**config.mk**
```make
export PLATFORM = sky130hd
export DESIGN_NAME = duck_flight
export DESIGN_NICKNAME = d
export VERILOG_FILES = /design/src/rtl/duck_flight.sv
export SDC_FILE = /design/constraint.sdc
export NUM_CORES = 1
export LEC_CHECK = 0
export BUFFER_PORTS_ARGS = -buffer_cell sky130_fd_sc_hd__buf_4
export CAP_MARGIN = 20
export CORE_MARGIN = 4
export CORE_UTILIZATION = 44
export DETAILED_ROUTE_END_ITERATION = 10
export SYNTH_ARGS = -nofsm -noshare
export SYNTH_HDL_FRONTEND = slang
export SYNTH_SLANG_ARGS = --single-unit
```
**constraint.sdc**
```tcl
create_clock -name CLK -period 5.9 [get_ports CLK]
set_input_delay 1.18 -clock CLK [delete_from_list [all_inputs] [get_ports CLK]]
set_output_delay 1.18 -clock CLK [all_outputs]
set_load 0.02 [all_outputs]
```
**src/rtl/duck_flight.sv**
```systemverilog
// duck_flight: per-duck flight, shot and escape engine.
//
// Takes the control FSM's release_bird request and the player's trigger/aim.
// It moves one duck once per video frame, detects hits on the system clock,
// and reports shot / bird_shot / flew_away pulses back to the control FSM.
//
// Ports:
//   CLK           system clock (only clock)
//   RESET_N       synchronous, active-low reset
//   frame_tick    one-cycle pulse per video frame
//   release_bird  spawn request (honoured only in IDLE)
//   trigger       synchronised level trigger
//   aim_x, aim_y  crosshair position
//   duck_x/y      duck top-left position (registered)
//   duck_visible  duck on screen (registered)
//   duck_state    IDLE=0, FLY=1 (also ESCAPE), HIT=2, FALL=3 (registered)
//   shot          one-cycle pulse per trigger press counted in FLY
//   bird_shot     one-cycle hit pulse
//   flew_away     one-cycle escape-complete pulse
module duck_flight #(
    parameter int SCREEN_W   = 640,
    parameter int GROUND_Y   = 400,
    parameter int DUCK_SIZE  = 32,
    parameter int SPEED      = 2,
    parameter int START_X    = 304,
    parameter int FLY_FRAMES = 300,
    parameter int HIT_FRAMES = 30,
    parameter int MAX_SHOTS  = 3
) (
    input  logic       CLK,
    input  logic       RESET_N,
    input  logic       frame_tick,
    input  logic       release_bird,
    input  logic       trigger,
    input  logic [9:0] aim_x,
    input  logic [9:0] aim_y,
    output logic [9:0] duck_x,
    output logic [9:0] duck_y,
    output logic       duck_visible,
    output logic [1:0] duck_state,
    output logic       shot,
    output logic       bird_shot,
    output logic       flew_away
);

    localparam logic [2:0] ST_IDLE   = 3'd0;
    localparam logic [2:0] ST_FLY    = 3'd1;
    localparam logic [2:0] ST_HIT    = 3'd2;
    localparam logic [2:0] ST_FALL   = 3'd3;
    localparam logic [2:0] ST_ESCAPE = 3'd4;

    localparam int FLY_W  = $clog2(FLY_FRAMES + 1);
    localparam int HOLD_W = $clog2(HIT_FRAMES + 1);
    localparam int SHOT_W = $clog2(MAX_SHOTS + 1);

    // Motion math runs in 11-bit signed so a step below zero is visible.
    localparam logic signed [10:0] X_MAX_S = 11'(SCREEN_W - DUCK_SIZE);
    localparam logic signed [10:0] Y_MAX_S = 11'(GROUND_Y - DUCK_SIZE);
    localparam logic signed [10:0] STEP_S  = 11'(SPEED);
    localparam logic [10:0]        Y_MAX_U = 11'(GROUND_Y - DUCK_SIZE);
    localparam logic [10:0]        VSTEP_U = 11'(2 * SPEED);
    localparam logic [10:0]        SIZE_U  = 11'(DUCK_SIZE);
    localparam logic [9:0]         SPAWN_X = 10'(START_X);
    localparam logic [9:0]         SPAWN_Y = 10'(GROUND_Y - DUCK_SIZE);

    // x^8+x^6+x^5+x^4+1, shifting left with feedback into bit 0.
    function automatic logic [7:0] lfsr_next(input logic [7:0] v);
        return {v[6:0], v[7] ^ v[5] ^ v[4] ^ v[3]};
    endfunction

    logic [2:0]        state_q, state_d;
    logic [9:0]        x_q, x_d, y_q, y_d;
    logic              dir_x_q, dir_x_d;      // 1 = moving right
    logic              dir_up_q, dir_up_d;    // 1 = moving up (y decreasing)
    logic [FLY_W-1:0]  fly_cnt_q, fly_cnt_d;
    logic [HOLD_W-1:0] hold_cnt_q, hold_cnt_d;
    logic [SHOT_W-1:0] shot_cnt_q, shot_cnt_d;
    logic              trig_q, trig_d;
    logic [7:0]        lfsr_q, lfsr_d;
    logic [1:0]        duck_state_q, duck_state_d;
    logic              visible_q, visible_d;
    logic              shot_q, shot_d, bird_shot_q, bird_shot_d, flew_away_q, flew_away_d;

    logic                edge_s, hit_s, shot_limit_s, fly_last_s;
    logic [SHOT_W-1:0]   shot_inc_s;
    logic [FLY_W-1:0]    fly_inc_s;
    logic [HOLD_W-1:0]   hold_inc_s;
    logic signed [10:0]  nx_s, ny_s;
    logic [9:0]          mv_x_s, mv_y_s;
    logic                mv_dir_x_s, mv_dir_up_s;
    logic [10:0]         fall_y_s;

    // Trigger edge, hit test on the current position and saturating counters.
    always_comb begin
        edge_s       = trigger & ~trig_q;
        hit_s        = ({1'b0, aim_x} >= {1'b0, x_q}) && ({1'b0, aim_x} < ({1'b0, x_q} + SIZE_U)) &&
                       ({1'b0, aim_y} >= {1'b0, y_q}) && ({1'b0, aim_y} < ({1'b0, y_q} + SIZE_U));
        shot_inc_s   = (shot_cnt_q == {SHOT_W{1'b1}}) ? shot_cnt_q : shot_cnt_q + SHOT_W'(1);
        fly_inc_s    = (fly_cnt_q == {FLY_W{1'b1}}) ? fly_cnt_q : fly_cnt_q + FLY_W'(1);
        hold_inc_s   = (hold_cnt_q == {HOLD_W{1'b1}}) ? hold_cnt_q : hold_cnt_q + HOLD_W'(1);
        shot_limit_s = (shot_inc_s == SHOT_W'(MAX_SHOTS));
        fly_last_s   = (fly_cnt_q == FLY_W'(FLY_FRAMES - 1));
        fall_y_s     = {1'b0, y_q} + VSTEP_U;
    end

    // One FLY step with bounce: clamp to the playfield edge and reverse.
    always_comb begin
        nx_s = dir_x_q  ? $signed({1'b0, x_q}) + STEP_S : $signed({1'b0, x_q}) - STEP_S;
        ny_s = dir_up_q ? $signed({1'b0, y_q}) - STEP_S : $signed({1'b0, y_q}) + STEP_S;
        if (nx_s < 11'sd0) begin
            mv_x_s = 10'd0;
            mv_dir_x_s = ~dir_x_q;
        end else if (nx_s > X_MAX_S) begin
            mv_x_s = X_MAX_S[9:0];
            mv_dir_x_s = ~dir_x_q;
        end else begin
            mv_x_s = nx_s[9:0];
            mv_dir_x_s = dir_x_q;
        end
        if (ny_s < 11'sd0) begin
            mv_y_s = 10'd0;
            mv_dir_up_s = ~dir_up_q;
        end else if (ny_s > Y_MAX_S) begin
            mv_y_s = Y_MAX_S[9:0];
            mv_dir_up_s = ~dir_up_q;
        end else begin
            mv_y_s = ny_s[9:0];
            mv_dir_up_s = dir_up_q;
        end
    end

    // Next-state and next-output logic.
    always_comb begin
        state_d     = state_q;
        x_d         = x_q;
        y_d         = y_q;
        dir_x_d     = dir_x_q;
        dir_up_d    = dir_up_q;
        fly_cnt_d   = fly_cnt_q;
        hold_cnt_d  = hold_cnt_q;
        shot_cnt_d  = shot_cnt_q;
        trig_d      = trigger;
        lfsr_d      = lfsr_next(lfsr_q);
        shot_d      = 1'b0;
        bird_shot_d = 1'b0;
        flew_away_d = 1'b0;
        case (state_q)
            ST_IDLE: begin
                if (release_bird) begin
                    state_d    = ST_FLY;
                    x_d        = SPAWN_X;
                    y_d        = SPAWN_Y;
                    dir_x_d    = lfsr_q[0];
                    dir_up_d   = 1'b1;
                    shot_cnt_d = {SHOT_W{1'b0}};
                    fly_cnt_d  = {FLY_W{1'b0}};
                end else begin
                    state_d = ST_IDLE;
                end
            end
            ST_FLY: begin
                shot_d = edge_s;
                // Hit beats shot-limit beats timeout; any exit freezes the duck this cycle.
                if (edge_s && hit_s) begin
                    bird_shot_d = 1'b1;
                    state_d     = ST_HIT;
                    hold_cnt_d  = {HOLD_W{1'b0}};
                end else if (edge_s && shot_limit_s) begin
                    shot_cnt_d = shot_inc_s;
                    state_d    = ST_ESCAPE;
                end else if (frame_tick && fly_last_s) begin
                    state_d = ST_ESCAPE;
                end else begin
                    shot_cnt_d = edge_s ? shot_inc_s : shot_cnt_q;
                    if (frame_tick) begin
                        x_d       = mv_x_s;
                        y_d       = mv_y_s;
                        dir_x_d   = mv_dir_x_s;
                        dir_up_d  = mv_dir_up_s;
                        fly_cnt_d = fly_inc_s;
                    end else begin
                        fly_cnt_d = fly_cnt_q;
                    end
                end
            end
            ST_HIT: begin
                if (frame_tick && (hold_cnt_q == HOLD_W'(HIT_FRAMES - 1))) begin
                    state_d = ST_FALL;
                end else if (frame_tick) begin
                    hold_cnt_d = hold_inc_s;
                end else begin
                    hold_cnt_d = hold_cnt_q;
                end
            end
            ST_FALL: begin
                if (frame_tick && (fall_y_s >= Y_MAX_U)) begin
                    y_d     = SPAWN_Y;
                    state_d = ST_IDLE;
                end else if (frame_tick) begin
                    y_d = fall_y_s[9:0];
                end else begin
                    y_d = y_q;
                end
            end
            ST_ESCAPE: begin
                if (frame_tick && ({1'b0, y_q} <= VSTEP_U)) begin
                    state_d     = ST_IDLE;
                    flew_away_d = 1'b1;
                end else if (frame_tick) begin
                    y_d = y_q - VSTEP_U[9:0];
                end else begin
                    y_d = y_q;
                end
            end
            default: begin
                state_d = ST_IDLE;
            end
        endcase

        // ESCAPE deliberately reports the FLY code to the renderer.
        case (state_d)
            ST_IDLE:   duck_state_d = 2'd0;
            ST_FLY:    duck_state_d = 2'd1;
            ST_HIT:    duck_state_d = 2'd2;
            ST_FALL:   duck_state_d = 2'd3;
            ST_ESCAPE: duck_state_d = 2'd1;
            default:   duck_state_d = 2'd0;
        endcase
        visible_d = (state_d != ST_IDLE);
    end

    // State, counters and registered outputs with synchronous reset.
    always_ff @(posedge CLK) begin
        if (!RESET_N) begin
            state_q      <= ST_IDLE;
            x_q          <= SPAWN_X;
            y_q          <= SPAWN_Y;
            dir_x_q      <= 1'b0;
            dir_up_q     <= 1'b1;
            fly_cnt_q    <= {FLY_W{1'b0}};
            hold_cnt_q   <= {HOLD_W{1'b0}};
            shot_cnt_q   <= {SHOT_W{1'b0}};
            trig_q       <= 1'b0;
            lfsr_q       <= 8'hA5;
            duck_state_q <= 2'd0;
            visible_q    <= 1'b0;
            shot_q       <= 1'b0;
            bird_shot_q  <= 1'b0;
            flew_away_q  <= 1'b0;
        end else begin
            state_q      <= state_d;
            x_q          <= x_d;
            y_q          <= y_d;
            dir_x_q      <= dir_x_d;
            dir_up_q     <= dir_up_d;
            fly_cnt_q    <= fly_cnt_d;
            hold_cnt_q   <= hold_cnt_d;
            shot_cnt_q   <= shot_cnt_d;
            trig_q       <= trig_d;
            lfsr_q       <= lfsr_d;
            duck_state_q <= duck_state_d;
            visible_q    <= visible_d;
            shot_q       <= shot_d;
            bird_shot_q  <= bird_shot_d;
            flew_away_q  <= flew_away_d;
        end
    end

    assign duck_x       = x_q;
    assign duck_y       = y_q;
    assign duck_visible = visible_q;
    assign duck_state   = duck_state_q;
    assign shot         = shot_q;
    assign bird_shot    = bird_shot_q;
    assign flew_away    = flew_away_q;

endmodule

```
Word level (Yosys, flattened, before mapping)
Index checks and enable logic that the tools add are counted.
{"block": "op_classes", "magnitude_cmp": 10, "bitwise_logic": 7, "eq_ne": 31, "mux": 68, "addsub": 11, "reduce_logical": 24}
{"cell": "10-bit two-way mux", "count": 18}
{"cell": "9-bit two-way mux", "count": 6}
{"cell": "10-bit one-hot mux with 4 select lines", "count": 1}
{"cell": "2-bit != test, second input constant", "count": 12}
{"cell": "10-bit by 2-bit adder with 11-bit output, second input constant", "count": 2}
{"cell": "10-bit by 6-bit adder with 11-bit output, second input constant", "count": 2}
{"cell": "10-bit by 11-bit less-than comparator with 1-bit output", "count": 2}
{"cell": "11-bit by 1-bit less-than comparator with 1-bit output, second input constant", "count": 2}
{"cell": "11-bit two-way mux", "count": 2}
{"cell": "10-bit by 2-bit subtractor with 11-bit output, second input constant", "count": 2}
{"cell": "7-bit AND reduction", "count": 3}
{"cell": "10-bit >= comparator", "count": 2}
{"cell": "5-bit two-way mux", "count": 4}
{"cell": "10-bit one-hot mux with 2 select lines", "count": 1}
{"cell": "9-bit equality test, second input constant", "count": 2}
{"cell": "3-bit two-way mux", "count": 6}
{"cell": "9-bit one-hot mux with 2 select lines", "count": 1}
{"cell": "1-bit two-way mux", "count": 17}
{"cell": "3-bit != test, second input constant", "count": 5}
{"cell": "3-bit one-hot mux with 5 select lines", "count": 1}
{"cell": "3-bit by 2-bit equality test with 1-bit output, second input constant", "count": 4}
{"cell": "2-bit two-way mux", "count": 6}
{"cell": "10-bit by 3-bit adder with 11-bit output, second input constant", "count": 1}
{"cell": "11-bit by 9-bit >= comparator with 1-bit output, second input constant", "count": 1}
{"cell": "28 further kinds", "count": 48}
{"block": "word_totals", "ff_bits": 56, "wordCells": 166, "in_bits": 25}

Longest topological paths before layout
{"block": "depth", "depth_word": 11, "ltp_mapped": 13}

Worst setup path before layout
OpenSTA, ideal clock, no wires.
{"block": "synth_timing", "kind": "input to register", "from": "in aim_y[6]", "to": "reg fly_cnt_q[6]", "t_required_ps": 5830, "arrival_time_ps": 3082, "slack_ps": 2748, "path_stages": 9, "cell_sequence": "ha_1 > a21o_1 > a2111oi_0 > o21a_1 > a211oi_2 > a21o_1 > buf_6 > or3_1 > a21oi_1"}
{"block": "synth_between", "elab_chain_len": 6, "elab_cells_between_ends": 7}
{"item": "start: declaration", "line": "36", "text": "input logic [9:0] aim_y,"}
{"item": "10-bit >= comparator", "line": "97", "text": "({1'b0, aim_y} >= {1'b0, y_q}) && ({1'b0, aim_y} < ({1'b0, y_q} + SIZE_U));"}
{"item": "1-bit logical AND", "line": "96", "text": "hit_s = ({1'b0, aim_x} >= {1'b0, x_q}) && ({1'b0, aim_x} < ({1'b0, x_q} + SIZE_U)) &&"}
{"item": "1-bit logical AND (*)", "line": "97"}
{"item": "1-bit logical AND (*)", "line": "164", "text": "if (edge_s && hit_s) begin"}
{"item": "2-bit != test (no line) (*)"}
{"item": "7-bit AND reduction (no line) (*)"}
{"item": "end signal: assignment", "line": "240", "text": "fly_cnt_q <= {FLY_W{1'b0}};"}
{"item": "end signal: assignment", "line": "256", "text": "fly_cnt_q <= fly_cnt_d;"}
{"item": "end: declaration", "line": "75", "text": "logic [FLY_W-1:0] fly_cnt_q, fly_cnt_d;"}
Every way passes the cells marked *; elsewhere a longest branch is shown, timed or not.
A chain may end at the register's enable or synchronous reset.

Final worst setup path
{"block": "layout_timing", "from": "reg y_q[5], in the netlist duck_y[5]", "to": "reg fly_cnt_q[0]"}
{"block": "layout_between", "elab_chain_len": 6, "elab_cells_between_ends": 8}
{"item": "start: declaration", "line": "72", "text": "logic [9:0] x_q, x_d, y_q, y_d;"}
{"item": "start signal: assignment", "line": "253", "text": "y_q <= y_d;"}
{"item": "10-bit by 6-bit adder with 11-bit output or 10-bit >= comparator (tied branches)", "line": "97"}
{"item": "10-bit by 11-bit less-than comparator with 1-bit output or 1-bit logical AND (tied branches)", "line": "97, 96"}
{"item": "1-bit logical AND (*)", "line": "97"}
{"item": "1-bit logical AND (*)", "line": "164"}
{"item": "2-bit != test (no line) (*)"}
{"item": "7-bit AND reduction (no line) (*)"}
Marked as above.

==> out/summary.txt <==
Outcome - complete, no violations
GP Congestion - 0.888
Most frequent CP cell - ha_1
Starting density of the core - 0.457
Crit path max-delay family - simple AND/OR/NAND/NOR gates
Top FF cell, synth - dfxtp_1
Worst setup EP type - flip-flop
# H-tree levels - 2
Pre-Repair DR Iteration Count - 5
Via total after detailed routing - 4552
Post-synth EDFFs - 0
Utilization after layout - 0.505
# hold bufs at CTS - 0
Crit path required time - 6.11 ns
Avg Inst Size Synth - 8.23 um2
Vias per cell - 6.09
Setup TNS - 0 ns
CTS resizes - 0
Combinational share of power - 0.428
Global-route wire length before repair - 21.4 mm
Skew final - 0.00864 ns
Dpl hpwl - 9.94 mm
Port Buf Inserts - 46
Slew @ Worst Pin - 0.972 ns
CTS max path bufs - 2
CP bufs+invs - 0
Total GRT Usage - 0.201
Post-CTS Setup Bufs - 0
FP Rows - 37
Max-cap viol count - 0
Ranking of synthesized cells by area - dfxtp_1 (23%), ha_1 (14%), a21oi_1 (4.0%)
Filler instances - 1055
Clock-pin slew of the registers on the worst-case setup and hold paths - 0.10 ns
Residual DRC - 0
Post-route ant nets - 0
Post-synth cell types - 83
Post-synthesis register bit count - 54
Crit path kind - flip-flop to flip-flop
Int Pwr - 0.000710 W
Switch share - 0.396
Pins Over Slew Limit - 0
Grt total ovfl - 0
Post-Syn Area - 0.00478 mm2
Clock Tree Root - clkbuf_8
Leak - 2.17 nW
CP Data Arrival Time - 3.81 ns
Wire per inst - 17.2 um
Slew HR - 0.351
Layout cells sized above 1 - 0.129
Worst-path cell chain - ha_1 -> and3_1 -> xnor2_1 -> ha_1 -> o21ai_1 -> nor4_1 -> nor4_4 -> a21oi_2 -> a21oi_1 -> mux2_2
Fmax achieved - 0.278 GHz
Drt total wl - 12.9 mm
Placed Cells - 739
RSZ-0062 raised after global routing - false
P_sw - 0.000465 W
Sequential-to-total area share from yosys stat - 0.226
Cell Pwr Density - 222 mW/mm2
Seq pwr share - 0.356
Tmin final - 3.60 ns
Vias in the first global route - 4364
Die X - 112 um
CTS tree - built
Post-synth top area share - 0.226
Warnings from Yosys - 0
TritonCTS buffer count - 5
Final #Nets - 694
Clk sink count - 54
HP Class - flip-flop to flip-flop
Max incr delay on CP - 0.65 ns
Final setup fails - 0
Worst vdd ir - 0.114 mV
Post-Layout Cell Count - 748
Final period util - 0.610
Async SR Flop Fraction - 0
Worst-Skew Late Latency - 0.31 ns
Area leader, netlist - dfxtp_1
Hold Violations, Final - 0
Detailed Route Iter0 Violations - 273
Initial antenna violation count - 0
Worst hold slack - 0.434 ns
Final total power - 0.00117 W
Core Area - 0.0105 mm2
Largest net degree at the start of global routing - 30
Die Ht - 112 um
Clock share of power - 0.216
Max Fanout on Critical Path - 14
Number of inserted diodes - 0
I/O pin count - 51
Area Growth Syn to Fin - 10.5%
Synth cell count leaders - ha_1 (55), dfxtp_1 (54), nand2_1 (41)
Most numerous cell in the Yosys netlist - ha_1
Startpoint types - flip-flop
Post-synthesis instance total - 581
Slowest CP cell - dfxtp_1
Die ar. - 0.0126 mm2
==> cell families (layout without fill, tap and decap cells) <==
group                    count (synthesis)  in the layout  synth area share
AND/OR/NAND/NOR                        209            209             0.251
AO/OA/AOI/OAI                          172            172             0.253
adder cells (fa/ha/maj)                 57             57             0.152
buffers and inverters                   55             85            0.0536
flip-flops                              54             54             0.226
XOR/XNOR                                24             24            0.0440
multiplexers                             9              9            0.0191
other                                    1              2          0.000784
==> area by class of cell <==
cell class | instances | area (um2) | share of cell area
Inverter | 30 | 113 | 0.0213
Clock inverter | 2 | 38.8 | 0.00734
Tap cell | 136 | 170 | 0.0322
Clock buffer | 5 | 68.8 | 0.0130
Timing Repair Buffer | 48 | 364 | 0.0689
Sequential cell | 54 | 1080 | 0.205
Multi-Input combinational cell | 473 | 3450 | 0.653
==> path summary, 6_finish.rpt <==
kind | cells after the start | slack, ns | from | to
hold reg to reg | 1 | 0.43 | lfsr_q[6] | lfsr_q[7]
hold / removal | 1 | 0.43 | lfsr_q[6] | lfsr_q[7]
setup reg to reg | 10 | 2.30 | duck_y[5] | fly_cnt_q[0]
setup / recovery | 10 | 2.30 | duck_y[5] | fly_cnt_q[0]
==> through the flow <==
step	cell area, um2	worst slack, ns
4_1_cts	5260	2.29
6_report	5280	2.30
3_3_place_gp	5160	2.03
5_1_grt	5280	1.96
2_1_floorplan	4780	2.75
3_5_place_dp	5160	2.03
==> placed cells by master, fill, tap and decap left out, types with 17 or more instances in the layout <==
master / n
dfxtp_1: 54
nand3_1: 19
nand2_1: 41
a21oi_1: 38
buf_4: 47
nor3_1: 17
o21ai_0: 22
ha_1: 55
inv_1: 30
nand2b_1: 17
nor2_1: 32
==> routing by layer <==
metal / GRT usage / vias up / routed length [um]
li1: - / 2255 / -
met1: 0.267 / 2158 / 5990
met2: 0.345 / 122 / 6150
met3: 0.0291 / 17 / 610
met4: 0.0441 / 0 / 151
met5: 0 / - / 0
==> power groups by stage <==
stage / Clock (W) / Sequential [W] / Combinational (W)
after global placement: 0 / 0.000426 / 0.000483
after CTS: 0.000262 / 0.000418 / 0.000498
after floorplan: 0 / 0.000424 / 0.000372
after global routing: 0.000274 / 0.000422 / 0.000558
final: 0.000254 / 0.000418 / 0.000503
after detailed placement: 0 / 0.000426 / 0.000495
==> state kept, by name, summed over array words and instances, names as in the netlist <==
signal / flops
duck_state: 2
duck_x: 9
shot_cnt_q: 2
duck_visible: 1
hold_cnt_q: 5
fly_cnt_q: 9
lfsr_q: 8
state_q: 3
trig_q: 1
shot: 1
dir_up_q: 1
dir_x_q: 1
bird_shot: 1
duck_y: 9
flew_away: 1
Power figures use the tool's default switching activity.
